<file path="config.mk">
export PLATFORM = sky130hd
export DESIGN_NAME = fp_norm_stage_flat
export DESIGN_NICKNAME = d
export VERILOG_FILES = /design/src/rtl/fp_pkg.sv /design/src/rtl/fp_norm_stage_if.sv /design/src/rtl/lzc24.sv /design/src/rtl/fp_norm_stage.sv /design/src/flat_wrapper.sv
export SDC_FILE = /design/constraint.sdc
export NUM_CORES = 1
export LEC_CHECK = 0
export BUFFER_PORTS_ARGS = -buffer_cell sky130_fd_sc_hd__buf_2
export CAP_MARGIN = 20
export CELL_PAD_IN_SITES_DETAIL_PLACEMENT = 0
export CELL_PAD_IN_SITES_GLOBAL_PLACEMENT = 1
export CORE_ASPECT_RATIO = 0.8
export CORE_MARGIN = 2
export CORE_UTILIZATION = 39
export DETAILED_ROUTE_END_ITERATION = 16
export PLACE_DENSITY = 0.86
export SETUP_SLACK_MARGIN = 0.4
export SYNTH_ARGS = -nofsm -noshare
export SYNTH_HDL_FRONTEND = slang
export SYNTH_SLANG_ARGS = --single-unit
</file>
<file path="constraint.sdc">
create_clock -name clk -period 2.5 [get_ports clk]
set_input_delay 0.375 -clock clk [delete_from_list [all_inputs] [get_ports clk]]
set_output_delay 0.375 -clock clk [all_outputs]
set_load 0.02 [all_outputs]
</file>
<file path="src/rtl/fp_pkg.sv">
// Shared widths and bus payload types for the FP add/sub normalization path.
// exception_handling consumes norm_bus_t as produced by fp_norm_stage.
package fp_pkg;

  localparam int unsigned MANT_W = 23;
  localparam int unsigned EXP_W  = 8;
  localparam int unsigned LZC_W  = 5;
  localparam int unsigned MAG_W  = MANT_W + 1;
  localparam int unsigned SUM_W  = MANT_W + 2;

  // Payload captured by the first register stage
  typedef struct packed {
    logic [SUM_W-1:0] sum_mant;
    logic [EXP_W-1:0] in_exp;
    logic             in_eop;
  } sum_bus_t;

  // Normalized result handed to exception_handling
  typedef struct packed {
    logic             ovf;
    logic [EXP_W-1:0] sel_exp;
    logic [LZC_W-1:0] lzc_shift;
    logic             eop;
    logic [MANT_W-1:0] norm_mant;
    logic             zero;
  } norm_bus_t;

endpackage

</file>
<file path="src/rtl/fp_norm_stage_if.sv">
// Upstream sum handshake plus downstream normalized-result handshake.
// master drives sums and accepts results; slave is the normalization stage.
interface fp_norm_stage_if;
  import fp_pkg::*;

  logic              in_valid;
  logic              in_ready;
  logic [SUM_W-1:0]  sum_mant;
  logic [EXP_W-1:0]  in_exp;
  logic              in_eop;

  logic              out_valid;
  logic              out_ready;
  logic              ovf;
  logic [EXP_W-1:0]  sel_exp;
  logic [LZC_W-1:0]  lzc_shift;
  logic              eop;
  logic [MANT_W-1:0] norm_mant;
  logic              zero;

  modport master (
    output in_valid, sum_mant, in_exp, in_eop, out_ready,
    input  in_ready, out_valid, ovf, sel_exp, lzc_shift, eop, norm_mant, zero
  );

  modport slave (
    input  in_valid, sum_mant, in_exp, in_eop, out_ready,
    output in_ready, out_valid, ovf, sel_exp, lzc_shift, eop, norm_mant, zero
  );

endinterface

</file>
<file path="src/rtl/lzc24.sv">
// Combinational 24-bit leading-zero counter; an all-zero input yields 24.
module lzc24
  import fp_pkg::*;
(
  input  logic [MAG_W-1:0] vec_i,
  output logic [LZC_W-1:0] lz_o
);

  // Ascending scan: the highest set bit is visited last and wins
  always_comb begin
    lz_o = LZC_W'(MAG_W);
    for (int i = 0; i < MAG_W; i++) begin
      if (vec_i[i]) lz_o = LZC_W'(MAG_W - 1 - i);
    end
  end

endmodule

</file>
<file path="src/rtl/fp_norm_stage.sv">
// Two-stage normalization of the aligned-mantissa sum with valid/ready
// backpressure; exponent adjustment is left to exception_handling.
module fp_norm_stage
  import fp_pkg::*;
(
  input  logic           clk,
  input  logic           n_rst,
  fp_norm_stage_if.slave bus
);

  logic      rdy_q;
  logic      s1_valid_q, s1_valid_d;
  logic      s2_valid_q, s2_valid_d;
  sum_bus_t  s1_q, s1_d;
  norm_bus_t s2_q, s2_d;
  norm_bus_t norm_c;

  logic              s1_adv_c;
  logic              s2_adv_c;
  logic              in_xfer_c;
  logic              ovf_c;
  logic              zero_c;
  logic [MAG_W-1:0]  mag_c;
  logic [LZC_W-1:0]  lz_c;
  logic [MANT_W-1:0] shifted_c;

  // Handshake: a stage advances when empty or when the stage after it advances
  assign s2_adv_c     = ~s2_valid_q | bus.out_ready;
  assign s1_adv_c     = ~s1_valid_q | s2_adv_c;
  assign bus.in_ready = rdy_q & s1_adv_c;
  assign in_xfer_c    = bus.in_valid & bus.in_ready;

  // Carry only means overflow on an effective add; on subtract bit 24 is ignored
  assign mag_c     = s1_q.sum_mant[MAG_W-1:0];
  assign ovf_c     = s1_q.in_eop & s1_q.sum_mant[SUM_W-1];
  assign zero_c    = (mag_c == '0) & ~ovf_c;
  assign shifted_c = MANT_W'(mag_c << lz_c);

  lzc24 u_lzc (
    .vec_i (mag_c),
    .lz_o  (lz_c)
  );

  always_comb begin
    norm_c           = '0;
    norm_c.ovf       = ovf_c;
    norm_c.sel_exp   = s1_q.in_exp;
    norm_c.eop       = s1_q.in_eop;
    norm_c.zero      = zero_c;
    norm_c.norm_mant = mag_c[MANT_W-1:0];
    if (ovf_c) begin
      norm_c.norm_mant = mag_c[MANT_W:1];
    end else if (zero_c) begin
      norm_c.lzc_shift = LZC_W'(MAG_W);
      norm_c.norm_mant = '0;
    end else if (!s1_q.in_eop) begin
      norm_c.lzc_shift = lz_c;
      norm_c.norm_mant = shifted_c;
    end
  end

  // Next-state: data loads only on a transfer, valids drop only when drained
  always_comb begin
    s1_valid_d = s1_valid_q;
    s2_valid_d = s2_valid_q;
    s1_d       = s1_q;
    s2_d       = s2_q;
    if (s1_adv_c) s1_valid_d = in_xfer_c;
    if (in_xfer_c) begin
      s1_d.sum_mant = bus.sum_mant;
      s1_d.in_exp   = bus.in_exp;
      s1_d.in_eop   = bus.in_eop;
    end
    if (s2_adv_c) s2_valid_d = s1_valid_q;
    if (s2_adv_c && s1_valid_q) s2_d = norm_c;
  end

  always_ff @(posedge clk or negedge n_rst) begin
    if (!n_rst) begin
      rdy_q      <= 1'b0;
      s1_valid_q <= 1'b0;
      s2_valid_q <= 1'b0;
      s1_q       <= '0;
      s2_q       <= '0;
    end else begin
      rdy_q      <= 1'b1;
      s1_valid_q <= s1_valid_d;
      s2_valid_q <= s2_valid_d;
      s1_q       <= s1_d;
      s2_q       <= s2_d;
    end
  end

  assign bus.out_valid = s2_valid_q;
  assign bus.ovf       = s2_q.ovf;
  assign bus.sel_exp   = s2_q.sel_exp;
  assign bus.lzc_shift = s2_q.lzc_shift;
  assign bus.eop       = s2_q.eop;
  assign bus.norm_mant = s2_q.norm_mant;
  assign bus.zero      = s2_q.zero;

endmodule

</file>
<file path="src/flat_wrapper.sv">
// flat-port wrapper written by rule: the top's interface ports become plain ports
module fp_norm_stage_flat import fp_pkg::*;
  (clk, n_rst, bus_in_valid, bus_sum_mant, bus_in_exp, bus_in_eop, bus_out_ready, bus_in_ready, bus_out_valid, bus_ovf, bus_sel_exp, bus_lzc_shift, bus_eop, bus_norm_mant, bus_zero);
  fp_norm_stage_if bus_i ();
  input  logic clk;
  input  logic n_rst;
  input wire logic [$bits(bus_i.in_valid)-1:0] bus_in_valid;
  input wire logic [$bits(bus_i.sum_mant)-1:0] bus_sum_mant;
  input wire logic [$bits(bus_i.in_exp)-1:0] bus_in_exp;
  input wire logic [$bits(bus_i.in_eop)-1:0] bus_in_eop;
  input wire logic [$bits(bus_i.out_ready)-1:0] bus_out_ready;
  output wire logic [$bits(bus_i.in_ready)-1:0] bus_in_ready;
  output wire logic [$bits(bus_i.out_valid)-1:0] bus_out_valid;
  output wire logic [$bits(bus_i.ovf)-1:0] bus_ovf;
  output wire logic [$bits(bus_i.sel_exp)-1:0] bus_sel_exp;
  output wire logic [$bits(bus_i.lzc_shift)-1:0] bus_lzc_shift;
  output wire logic [$bits(bus_i.eop)-1:0] bus_eop;
  output wire logic [$bits(bus_i.norm_mant)-1:0] bus_norm_mant;
  output wire logic [$bits(bus_i.zero)-1:0] bus_zero;
  assign bus_i.in_valid = bus_in_valid;
  assign bus_i.sum_mant = bus_sum_mant;
  assign bus_i.in_exp = bus_in_exp;
  assign bus_i.in_eop = bus_in_eop;
  assign bus_i.out_ready = bus_out_ready;
  assign bus_in_ready = bus_i.in_ready;
  assign bus_out_valid = bus_i.out_valid;
  assign bus_ovf = bus_i.ovf;
  assign bus_sel_exp = bus_i.sel_exp;
  assign bus_lzc_shift = bus_i.lzc_shift;
  assign bus_eop = bus_i.eop;
  assign bus_norm_mant = bus_i.norm_mant;
  assign bus_zero = bus_i.zero;
  fp_norm_stage u_core (.clk(clk), .n_rst(n_rst), .bus(bus_i));
endmodule
</file>
==> impl_metrics.json, run 1 <==
{
  "outcome": "finished, violations left",
  "violations": "negative setup slack",
  "ff2ff_path_depth": 11,
  "syn_avg_cell_area_um2": 9.06,
  "yosysTopAreaCell": "dfrtp_1",
  "finalSetupTns_ns": -0.959,
  "path_delay_family": "simple AND/OR/NAND/NOR gates",
  "p_leak_nw": 3.42,
  "clk_latency_ns": 0.35,
  "cp.required_ns": 2.72,
  "fin_worst_skew_ns": 0.00851,
  "antenna_found_initial": 0,
  "async_reset_ff_frac": 1.00,
  "dp_cells": 879,
  "routed_wl_mm": 19.4,
  "grt_overflow": 0,
  "endpoint_kind": "flip-flop",
  "critPathLaunchType": "flip-flop",
  "grt_pass1_wl_mm": 30.1,
  "ys_types": 68,
  "synth_common_cells": "76 x dfrtp_1, 64 x nand2_1, 41 x nor2_1",
  "cp_max_fo": 5,
  "synthesis.area_mm2": 0.00497,
  "slowest_stage": "or4_4",
  "synth_compound_area_frac": 0.231,
  "fin_ws_ns": -0.139,
  "drive_gt1_frac": 0.527,
  "clockBufferDepth": 2,
  "critical_path_buf_inv_count": 3,
  "maxCapViolations": 0,
  "cts.clk_slew.worst_paths_ns": 0.06,
  "cts-buffers-inserted": 9,
  "cts_tree": "built",
  "grt_max_degree": 77,
  "hold_viol": 0,
  "vias_per_cell": 5.74,
  "instances_no_fill": 934,
  "nets": 796,
  "io_buffers": 78,
  "timing.slew.headroom": 0.344,
  "worstReg2RegStart": "u_core.mag_c[10]",
  "syn2layout_area_growth_pct": 53.4,
  "grt_use_total": 0.290,
  "dp_hpwl_mm": 14.1,
  "comb_power_share": 0.531,
  "r2r_end": "u_core.bus.norm_mant[11]",
  "fmax_ghz": 0.379,
  "synth_area_leaders": "dfrtp_1 38%, mux2_2 8.4%, mux2i_1 5.2%",
  "sequentialPowerShare": 0.269,
  "antenna_left": 0,
  "diodes": 0,
  "ys_ff_latch": 76,
  "synthAdderAreaFrac": 0,
  "hold_class": "in -> async",
  "cts_max_level": 3,
  "whs_ns": 0.158,
  "yosys.area.top_type_share": 0.382,
  "synthFlopType": "dfrtp_1",
  "wl_per_cell_um": 20.8,
  "arrival_ns": 2.86,
  "min_period_over_period": 1.06,
  "yosysSeqAreaShare": 0.382,
  "synth_top_family_by_area": "compound AO/OA/AOI/OAI gates",
  "irDropWorstVdd_v": 0.000540,
  "syn_inst": 549,
  "rsz0062_at_grt": "true",
  "clkSinkCount": 76,
  "initial_core_util": 0.404,
  "placed_area_mm2": 0.00645,
  "drt_iter0_markers": 509,
  "place_ws_ns": -0.193,
  "swShare": 0.407,
  "max_stage_delay_ns": 0.57,
  "dieArea_mm2": 0.0137,
  "die_x_um": 130,
  "row_count": 36,
  "synth_xor_area_frac": 0,
  "ios": 79,
  "syn_nets": 587,
  "p_switching_mw": 2.71,
  "clockPowerShare": 0.199,
  "gp_congestion": 1.04,
  "worst_pin_slew_ns": 0.984,
  "drc": 0,
  "synthMuxAreaShare": 0.153,
  "core_area_mm2": 0.0123,
  "vias": 5364,
  "die_y_um": 105,
  "synth_edf_count": 0,
  "finalMaxSlewViolations": 0,
  "fill_cells": 1036,
  "clock_tree.root_cell": "clkbuf_16",
  "yosysWarnings": 0,
  "reg2reg_slack_ns": -0.14,
  "p_int_mw": 3.96,
  "grt_pass1_vias": 5279,
  "crit_chain": "or4_4 > a311oi_4 > buf_6 > nor2_4 > buf_6 > mux2i_2 > mux2i_1 > mux2i_1 > buf_4 > a21o_1 > o21ai_1",
  "synth.most_common_cell": "dfrtp_1",
  "drtPass1Iterations": 5,
  "setup_viol": 14,
  "synthSimpleGateAreaFrac": 0.176,
  "p_per_area_mw_per_mm2": 875,
  "path_class": "reg -> reg",
  "fin_area_mm2": 0.00763,
  "min_period_ns": 2.64
}
==> layout make-up <==
class,instances,area [um2],share of cell area
multi-input cells,410,3330,0.436
flip-flops and latches,76,1900,0.250
repair buffers,250,1840,0.241
clock buffers,9,225,0.0295
well taps,171,214,0.0281
clock inverters,7,75.1,0.00984
inverters,11,41.3,0.00541
==> cell families after synthesis <==
| kind of cell | after synthesis |
|---|---|
| AO/OA/AOI/OAI | 157 |
| other | 1 |
| flip-flops | 76 |
| multiplexers | 67 |
| buffers and inverters | 64 |
| AND/OR/NAND/NOR | 184 |
==> worst max path at each step <==
stage / slack, ns / start / cells past startpoint / endpoint
after global routing: -0.23 / u_core.mag_c[0] / 10 / u_core.bus.norm_mant[12]
after detailed placement: -0.19 / u_core.mag_c[17] / 9 / u_core.bus.norm_mant[11]
after floorplan: -0.05 / u_core.mag_c[1] / 9 / u_core.bus.norm_mant[12]
after CTS: -0.12 / u_core.mag_c[3] / 9 / u_core.bus.norm_mant[18]
after global placement: -0.24 / u_core.mag_c[17] / 9 / u_core.bus.norm_mant[11]
final: -0.14 / u_core.mag_c[10] / 11 / u_core.bus.norm_mant[11]
==> state kept, by name, indices dropped and copies added, names as in the netlist <==
name and flops:
u_core.norm_c 9, u_core.bus.lzc_shift 5, u_core.s1_q 1, u_core.rdy_q 1, u_core.bus.eop 1, u_core.bus.norm_mant 23, u_core.bus.ovf 1, u_core.bus.sel_exp 8
u_core.bus.zero 1, u_core.mag_c 24, u_core.s1_valid_q 1, u_core.bus.out_valid 1
==> metal layers <==
| layer | track usage | share of wire | wire, um |
|---|---|---|---|
| met4 | 0.0883 | 0.022 | 431 |
| met3 | 0.0758 | 0.078 | 1510 |
| met5 | 0 | 0 | 0 |
| met1 | 0.412 | 0.46 | 8900 |
| met2 | 0.431 | 0.44 | 8600 |
==> metrics by stage <==
stage,utilization,total power [mW]
floorplan,-,3.48
global placement,0.525,4.67
detailed placement,0.525,4.71
CTS,0.590,6.39
global route,0.620,7.00
finish,0.620,6.67
==> power by group through the flow <==
stage	Clock (mW)	Combinational (mW)	Sequential [mW]
floorplan	0	1.43	2.04
global placement	0	2.88	1.79
detailed placement	0	2.90	1.82
CTS	1.35	3.24	1.80
global route	1.40	3.76	1.84
finish	1.33	3.55	1.80
==> cells in the final DEF (no fill, tap or decap), types with 17 or more instances in the layout <==
cell type / netlist / routed
a21oi_1: 27 / 20
buf_2: 14 / 78
buf_4: 0 / 138
buf_6: 3 / 30
dfrtp_1: 76 / 74
mux2_2: 37 / 34
mux2i_1: 26 / 19
nand2_1: 64 / 61
nor2_1: 41 / 31
o21ai_1: 4 / 17
==> repair_timing <==
action | in CTS | in global routing
gates resized for setup | 94 | 59
setup buffers | 18 | 18
hold buffers | 0 | 0
setup endpoints to repair | 27 | 29
pin swaps | 15 | 30
gates cloned | 3 | 0
Power figures use the tool's default switching activity.
==> inputs of run 2 (changes only) <==
--- a/config.mk
+++ b/config.mk
@@ -14,7 +14,6 @@
 export CORE_UTILIZATION = 39
 export DETAILED_ROUTE_END_ITERATION = 16
 export PLACE_DENSITY = 0.86
-export SETUP_SLACK_MARGIN = 0.4
 export SYNTH_ARGS = -nofsm -noshare
 export SYNTH_HDL_FRONTEND = slang
 export SYNTH_SLANG_ARGS = --single-unit
==> impl_metrics.json, run 2 (same netlist as run 1, synthesis figures left out) <==
{
  "outcome": "finished, violations left",
  "violations": "negative setup slack",
  "dieArea_mm2": 0.0137,
  "initial_core_util": 0.404,
  "instances_no_fill": 907,
  "cp.required_ns": 2.74,
  "fin_area_mm2": 0.00731,
  "grt_pass1_wl_mm": 29.0,
  "clk_latency_ns": 0.36,
  "worstReg2RegStart": "u_core.mag_c[2]",
  "timing.slew.headroom": 0.571,
  "cts_max_level": 3,
  "routed_wl_mm": 18.8,
  "placed_area_mm2": 0.00643,
  "die_y_um": 105,
  "ios": 79,
  "p_per_area_mw_per_mm2": 908,
  "grt_use_total": 0.282,
  "gp_congestion": 0.994,
  "clock_tree.root_cell": "clkbuf_16",
  "cp_max_fo": 4,
  "grt_pass1_vias": 5107,
  "drtPass1Iterations": 5,
  "rsz0062_at_grt": "true",
  "vias": 5291,
  "p_leak_nw": 3.27,
  "vias_per_cell": 5.83,
  "reg2reg_slack_ns": -0.1,
  "io_buffers": 78,
  "maxCapViolations": 0,
  "fin_worst_skew_ns": 0.0136,
  "r2r_end": "u_core.bus.norm_mant[18]",
  "hold_class": "in -> reg",
  "ff2ff_path_depth": 10,
  "clockBufferDepth": 2,
  "fin_ws_ns": -0.0985,
  "dp_hpwl_mm": 14.3,
  "path_delay_family": "compound AO/OA/AOI/OAI gates",
  "grt_overflow": 0,
  "fmax_ghz": 0.385,
  "hp-start": "bus_sum_mant[20]",
  "core_area_mm2": 0.0123,
  "critPathLaunchType": "flip-flop",
  "irDropWorstVdd_v": 0.000489,
  "row_count": 36,
  "die_x_um": 130,
  "drc": 0,
  "antenna_found_initial": 0,
  "finalMaxSlewViolations": 0,
  "cts_tree": "built",
  "slowest_stage": "or4_4",
  "drive_gt1_frac": 0.480,
  "arrival_ns": 2.84,
  "max_stage_delay_ns": 0.58,
  "grt_max_degree": 48,
  "diodes": 0,
  "critical_path.endpoint": "u_core.bus.norm_mant[18]",
  "layout_commonest_cell": "buf_4",
  "whs_ns": 0.253,
  "clkSinkCount": 76,
  "largest_reg_flops": 24,
  "setup_viol": 8,
  "place_ws_ns": -0.197,
  "endpoint_kind": "flip-flop",
  "worst_pin_slew_ns": 0.637,
  "nets": 770,
  "min_period_over_period": 1.04,
  "crit_chain": "or4_4 > a311oi_4 > buf_6 > buf_4 > nor3_1 > a21oi_2 > mux2i_1 > mux2_4 > a211oi_4 > o21ai_1",
  "cts.clk_slew.worst_paths_ns": 0.07,
  "dp_cells": 873,
  "antenna_left": 0,
  "critical_path_buf_inv_count": 2,
  "min_period_ns": 2.60,
  "hold_viol": 0,
  "final_cell_mix": "122 x buf_4, 77 x buf_2, 72 x dfrtp_1, 64 x nand2_1",
  "path_class": "reg -> reg",
  "cts-buffers-inserted": 9,
  "fill_cells": 1081,
  "fin_util": 0.595,
  "syn2layout_area_growth_pct": 47.1,
  "crit_start": "u_core.mag_c[2]",
  "drt_iter0_markers": 463,
  "path_depth": 10,
  "wl_per_cell_um": 20.7
}
-- run 2: how the worst min path moves through the flow --
stage | to | cells after the start | slack, ns
finish | u_core.mag_c[20] | 2 | 0.25
global route | u_core.mag_c[3] | 2 | 0.25
CTS | u_core.mag_c[3] | 2 | 0.25
detailed placement | u_core.bus.norm_mant[14] | 1 | 0.34
global placement | u_core.bus.norm_mant[22] | 1 | 0.34
floorplan | u_core.bus.eop | 0 | 0.08
-- run 2: report_power, final --
group	internal [mW]	switching, mW
combinational	1.48	1.83
sequential	1.56	0.253
clock	0.971	0.549
total	4.01	2.63
-- run 2: timing repair --
item | in CTS | in global routing
gates cloned | 1 | 0
hold buffers | 1 | 0
pin swaps | 16 | 13
gates resized for setup | 41 | 56
endpoints found under the setup margin | 20 | 21
endpoints found under the hold margin | 31 | 0
buffers inserted | 12 | 5
-- run 2: worst register-to-register path: cells and delay by family, from the launching register on --
kind / cells / cell delay (ns)
muxes: 2 / 0.43
and+or+nand+nor: 2 / 0.62
DFF: 1 / 0.41
AOI/OAI and AO/OA: 4 / 0.75
buffers and inverters: 2 / 0.27
-- run 2: routing by layer --
layer | wire length [um] | GRT usage
met1 | 8470 | 0.404
met2 | 8110 | 0.408
met3 | 1630 | 0.0701
met4 | 571 | 0.104
met5 | 0 | 0
-- run 2: stage by stage --
| stage | TNS (ns) | total power, mW |
|---|---|---|
| after floorplan | -0.0542 | 3.43 |
| after global placement | -1.48 | 4.66 |
| after detailed placement | -2.17 | 4.69 |
| after CTS | -0.304 | 6.40 |
| after global routing | -1.94 | 6.96 |
| final | -0.318 | 6.64 |
-- run 2: area by class of cell --
cell class	instances	area (um2)	area share
timing repair buffer	224	1630	0.223
multi-input combinational	410	3180	0.435
inverter	11	41.3	0.00564
tap	171	214	0.0293
clock buffer	9	225	0.0308
clock inverter	6	114	0.0156
sequential	76	1910	0.261
==> inputs of run 3 (changes only) <==
--- a/config.mk
+++ b/config.mk
@@ -13,7 +13,9 @@
 export CORE_MARGIN = 2
 export CORE_UTILIZATION = 39
 export DETAILED_ROUTE_END_ITERATION = 16
+export HOLD_SLACK_MARGIN = 0.1
 export PLACE_DENSITY = 0.86
+export RECOVER_POWER = 50
 export SYNTH_ARGS = -nofsm -noshare
 export SYNTH_HDL_FRONTEND = slang
 export SYNTH_SLANG_ARGS = --single-unit
==> impl_metrics.json, run 3 (same netlist as run 1, synthesis figures left out) <==
{
  "hold_class": "in -> reg",
  "cp_max_fo": 4,
  "clockBufferDepth": 2,
  "vias": 5294,
  "hold_viol": 0,
  "p_per_area_mw_per_mm2": 909,
  "instances_no_fill": 907,
  "largest_reg_flops": 24,
  "drc": 0,
  "gp_congestion": 0.994,
  "wl_per_cell_um": 20.8,
  "reg2reg_slack_ns": -0.1,
  "path_class": "reg -> reg",
  "cts-buffers-inserted": 9,
  "die_y_um": 105,
  "die_x_um": 130,
  "finalMaxSlewViolations": 0,
  "ios": 79,
  "cts.clk_slew.worst_paths_ns": 0.07,
  "violations": "negative setup slack",
  "drtPass1Iterations": 6,
  "fin_area_mm2": 0.00729,
  "antenna_found_initial": 0,
  "p_int_mw": 3.99,
  "min_period_ns": 2.60,
  "final_cell_mix": "121 x buf_4, 72 x dfrtp_1, 69 x buf_2, 64 x nand2_1",
  "p_switching_mw": 2.63,
  "syn2layout_area_growth_pct": 46.5,
  "min_period_over_period": 1.04,
  "vias_per_cell": 5.84,
  "timing.slew.headroom": 0.310,
  "swShare": 0.398,
  "outcome": "finished, violations left",
  "grt_max_degree": 48,
  "critPathLaunchType": "flip-flop",
  "cts_max_level": 3,
  "fmax_ghz": 0.385,
  "initial_core_util": 0.404,
  "endpoint_kind": "flip-flop",
  "drive_gt1_frac": 0.467,
  "cts_tree": "built",
  "cp.required_ns": 2.74,
  "irDropWorstVdd_v": 0.000490,
  "drt_iter0_markers": 526,
  "rsz0062_at_grt": "true",
  "fin_ws_ns": -0.0973,
  "dieArea_mm2": 0.0137,
  "clockPowerShare": 0.229,
  "hp-start": "bus_sum_mant[20]",
  "arrival_ns": 2.84,
  "worst_pin_slew_ns": 1.04,
  "crit_start": "u_core.mag_c[11]",
  "grt_pass1_wl_mm": 29.0,
  "placed_area_mm2": 0.00643,
  "sequentialPowerShare": 0.274,
  "p_leak_nw": 3.23,
  "grt_use_total": 0.282,
  "dp_hpwl_mm": 14.3,
  "antenna_left": 0,
  "clk_latency_ns": 0.36,
  "diodes": 0,
  "setup_viol": 8,
  "fin_worst_skew_ns": 0.0151,
  "total_power_mw": 6.62,
  "nets": 770,
  "whs_ns": 0.255,
  "core_area_mm2": 0.0123,
  "clock_tree.root_cell": "clkbuf_16",
  "clkSinkCount": 76,
  "comb_power_share": 0.497,
  "io_buffers": 78,
  "grt_pass1_vias": 5107,
  "layout_commonest_cell": "buf_4",
  "maxCapViolations": 0,
  "worstReg2RegStart": "u_core.mag_c[11]",
  "routed_wl_mm": 18.8,
  "fin_util": 0.592,
  "grt_overflow": 0,
  "dp_cells": 873,
  "row_count": 36
}
run 3: changes by cell type in the layout (fill, tap and decap cells not counted), sizes merged:
| cell | before | now |
|---|---|---|
| clkbuf | 9 | 19 |
| buf | 223 | 213 |
run 3: worst max-delay path, cell delays in order, from the launching register on:
cell      delay (ns)
dfrtp_1         0.38
or4_4           0.56
a311oi_4        0.28
buf_6           0.16
buf_4           0.11
nor3_1          0.04
a21oi_2         0.18
mux2i_1         0.13
mux2_4          0.31
a211oi_4        0.27
o21ai_1         0.08
run 3: timing repair:
action,CTS,global route
endpoints found under the hold margin,31,0
buffers inserted,12,5
setup endpoints to repair,20,21
cloned,1,0
hold buffers,1,0
pin swaps,16,13
resized for setup,41,56
run 3: layer usage:
| metal | vias up | GRT usage | part of all wire |
|---|---|---|---|
| li1 | 2396 | - | - |
| met1 | 2595 | 0.404 | 0.45 |
| met2 | 258 | 0.408 | 0.43 |
| met3 | 45 | 0.0701 | 0.089 |
| met4 | 0 | 0.104 | 0.031 |
| met5 | - | 0 | 0 |
run 3: final cells by class:
cell class | count | area [um2]
multi-input combinational | 410 | 3180
fill | 1088 | 5010
timing repair buffer | 224 | 1610
inverter | 11 | 41.3
sequential | 76 | 1910
clock inverter | 6 | 114
clock buffer | 9 | 225
tap | 171 | 214
run 3: metrics by stage:
stage	setup slack, ns	setup TNS [ns]
2_1_floorplan	-0.0511	-0.0542
3_3_place_gp	-0.197	-1.48
3_5_place_dp	-0.197	-2.17
4_1_cts	-0.136	-0.304
5_1_grt	-0.193	-2.34
6_report	-0.0973	-0.378
run 3: final timing paths:
| check | endpoint | depth (start not counted) |
|---|---|---|
| worst max-delay path | u_core.bus.norm_mant[18] | 10 |
| worst min-delay path | u_core.mag_c[20] | 2 |
| worst max register to register | u_core.bus.norm_mant[18] | 10 |
| worst min register to register | u_core.bus.sel_exp[0] | 2 |
| max in group asynchronous | u_core.bus.sel_exp[2] | 3 |
| min in group asynchronous | u_core.bus.norm_mant[21] | 2 |
run 3: power by group through the flow:
stage / clock network [mW] / logic (mW) / registers, mW
floorplan: 0 / 1.39 / 2.04
global placement: 0 / 2.86 / 1.80
detailed placement: 0 / 2.87 / 1.82
CTS: 1.55 / 3.05 / 1.80
global route: 1.60 / 3.49 / 1.85
finish: 1.52 / 3.29 / 1.81
